## src/rtl/circ_shift_reg_16bits_block.sv

```systemverilog
// WIDTH-bit circular shift register: parallel load, otherwise rotate left each clock.
// The MSB is the serial output; q exposes the whole register.
module circ_shift_reg_16bits_block #(
  parameter int WIDTH = 16
) (
  input  logic             clock,
  input  logic             reset_n,
  input  logic [WIDTH-1:0] load_in,
  input  logic             load,
  output logic             shift_out,
  output logic [WIDTH-1:0] q
);

  logic [WIDTH-1:0] r_shift;
  logic [WIDTH-1:0] w_next;

  // Next state: a load wins over rotation; the MSB wraps into bit 0.
  always_comb begin
    w_next = r_shift;
    if (load) begin
      w_next = load_in;
    end else begin
      w_next = {r_shift[WIDTH-2:0], r_shift[WIDTH-1]};
    end
  end

  // State register, cleared asynchronously.
  always_ff @(posedge clock or negedge reset_n) begin
    if (!reset_n) begin
      r_shift <= {WIDTH{1'b0}};
    end else begin
      r_shift <= w_next;
    end
  end

  assign q         = r_shift;
  assign shift_out = r_shift[WIDTH-1];

endmodule

```

## config.mk

```make
export PLATFORM = sky130hd
export DESIGN_NAME = circ_shift_reg_16bits_block
export DESIGN_NICKNAME = d
export VERILOG_FILES = /design/src/rtl/circ_shift_reg_16bits_block.sv
export SDC_FILE = /design/constraint.sdc
export NUM_CORES = 1
export LEC_CHECK = 0
export CAP_MARGIN = 25
export CORE_ASPECT_RATIO = 1.1
export CORE_MARGIN = 2
export CORE_UTILIZATION = 39
export DETAILED_ROUTE_END_ITERATION = 16
export HOLD_SLACK_MARGIN = 0.02
export PLACE_DENSITY = 0.81
export SKIP_LAST_GASP = 1
export SYNTH_ARGS = -nofsm -noshare
export SYNTH_HDL_FRONTEND = slang
export SYNTH_SLANG_ARGS = --single-unit
```

## constraint.sdc

```tcl
create_clock -name clock -period 1.6 [get_ports clock]
set_input_delay 0.32 -clock clock [delete_from_list [all_inputs] [get_ports clock]]
set_output_delay 0.32 -clock clock [all_outputs]
set_load 0.1 [all_outputs]
```

==> impl_results.md <==
* Post-synthesis sequential element count at 16
* Total power density per cell area at 1140 mW/mm^2
* Number of buffers added by the clock tree synthesis step at 3
* Critical path required time at approximately 1.3 ns
* Cell type with the largest total area after synthesis: dfrtp_1
* Capturing element type of the critical path: primary output
* Number of buffer cells added on primary ports at 35
* First-pass GRT wire length at 2150 um
* DRT Wirelength at 1350 um
* Maximum Capacitance Violations at 0
* Actual transition at the worst max-transition pin at between 0.2 and 0.25 ns
* Detailed Routing Iterations Pass 1 at 1
* Overflow left after global routing at 0
* Synthesized instance count at 35
* Violation count after the first detailed-routing iteration at 0
* Final period demand of the worst path at 1.24 ns
* Post-synthesis net count at 54
* Proportion of synthesized chip area in sequential cells at 0.610
* Hold Violations, Final at 0
* Highest attainable clock frequency at 0.807 GHz
* Mean Syn Cell Area at between 15 and 20 um^2
* Starting Density at 0.417
* Cell with the most instances after synthesis: dfrtp_1
* Clock latency of the later-clocked register in the worst-skew pair at between 0.2 and 0.3 ns
* Dominant delay contributor by cell family on the critical path: flip-flops
* Slowest stage delay, CP at 0.46 ns
* Ratio of cells with drive above 1 in the final layout at 0.548
* Primary FF master, synth: dfrtp_1
* Placer congestion estimate at 0.637
* Sum of net half-perimeters after detailed placement at 1020 um
* Synth top area share at 0.610
* Summed negative setup slack over all endpoints at 0 ns
* Remaining number of nets flagged by the antenna check after routing at 0
* Pins Over Slew Limit at 0
* Result of the run: complete, no violations
* Core area at 0.00158 mm^2
* Maximum number of pins on one net before global-route repair at 17
* Maximum fanout along the worst path at 3
* Internal reg-to-reg setup slack at 0.76 ns
* Die Y at 47.0 um
* Die ar. at 0.00203 mm^2
* Total number of nets in the final design at between 90 and 100
* Critical Setup Path Class: reg -> out
* Count of endpoints failing setup in the final report at 0
* Area growth from synthesis to layout at 86.5%
* Slowest CP cell: dfrtp_2
* Worst setup timing slack at the placement stage at 0.105 ns
* Synth top cells by count: 16 x dfrtp_1, 10 x mux2_4, 6 x mux2_2
* Netlist area before placement at ~660 um^2
* Category of the worst setup path launch point: flop
* Fraction of the cycle the final worst path needs at 0.775
* Post-synth ARST share at 1.00
* Final worst-path setup slack at 0.360 ns
* Clock net sink count at 16
* Max Buffers Root-to-Sink at 2
* Clock transition time at the flip-flop clock pins of the worst setup and hold paths at 0.09 ns
* Max reg flops at 16
* Die width at 43.1 um
* Synth Warn # at 0
* Leakage power at 0.557 nW
* Post-CTS setup buffers at 0
* Number of unique standard cell types used by synthesis at 6
* Final routed DRC violation total at 0
* Worst min-delay path category: in -> async
* Buffers and inverters on the worst path at 1
* Crit path DAT at 0.92 ns
* Vias per inst at 4.72
* Detailed-route wire length per cell at 15.0 um
* Top area cells in the synthesized netlist: dfrtp_1 61%, mux2_4 23%, mux2_2 10%
* Cells along the critical path: buf_12
* Count of flip-flops with a built-in enable after synthesis at 0
* ANT cells at 0
* H-tree depth at 1
* Clk root buf: clkbuf_4
* Worst voltage drop across the vdd grid at 0.619 mV
* Number of buffers inserted by hold repair at cts at 0
* CTS-repair resized insts at 0
* Total number of vias at 425
* Remaining max-slew budget at the tightest pin at 0.860
* Final worst clock skew at approximately 0.0021 ns
* GRT Overall Usage at 0.156
* Boundary pin count at 36
* Antenna violations before repair at 0
* Number of placement rows at 15
* CTS tree: built
* Vias in the first global route at 476
* Setup repair after global routing missed its margin: no
* Layout filler cell count at 106
## through the flow
stage	hold slack, ns	power [mW]	util	cell area (um^2)	cells
6_report	0.339	1.40	0.777	1220	90
2_1_floorplan	0.0244	0.871	-	658	35
3_3_place_gp	0.558	1.14	0.754	1190	86
3_5_place_dp	0.564	1.14	0.754	1190	86
4_1_cts	0.337	1.41	0.777	1220	90
5_1_grt	0.355	1.44	0.777	1220	90
## layout make-up
class                   count  area (um^2)  share of cell area
clock buffers               4         36.3              0.0296
multi-input cells          16          218               0.178
flip-flops and latches     16          402               0.328
well taps                  17         21.3              0.0174
repair buffers             37          548               0.447
## kinds of logic (layout without fill, tap and decap cells)
family	Yosys count	after routing	share of synthesized area
mux	16	16	0.331
flops	16	16	0.610
buf+inv	3	41	0.0591
## where the power goes
part           total [mW]  switching, mW  internal, mW
Clock               0.265          0.126         0.139
Combinational       0.638          0.379         0.260
Sequential          0.493         0.0477         0.445
## placed cells by master (no fill, tap or decap), drive strengths merged
master	n
buf	19
clkbuf	4
clkdlybuf4s50	18
dfrtp	16
mux2	16
## path summary, 6_finish.rpt
kind,startpoint,endpoint,depth (start not counted)
max,q[15]$_DFF_PN0_,shift_out,1
min,reset_n,q[4]$_DFF_PN0_,2
max reg2reg,q[15]$_DFF_PN0_,q[0]$_DFF_PN0_,1
min reg2reg,q[12]$_DFF_PN0_,q[13]$_DFF_PN0_,1
max in group asynchronous,reset_n,q[15]$_DFF_PN0_,2
min in group clock,q[12]$_DFF_PN0_,q[13]$_DFF_PN0_,1
## layer usage
| layer | global-route usage | vias up | part of all wire |
|---|---|---|---|
| met2 | 0.239 | 23 | 0.49 |
| li1 | - | 196 | - |
| met3 | 0.0654 | 2 | 0.096 |
| met1 | 0.178 | 204 | 0.40 |
| met4 | 0.109 | 0 | 0.0059 |
| met5 | 0 | - | 0 |
Power figures use the tool's default switching activity.
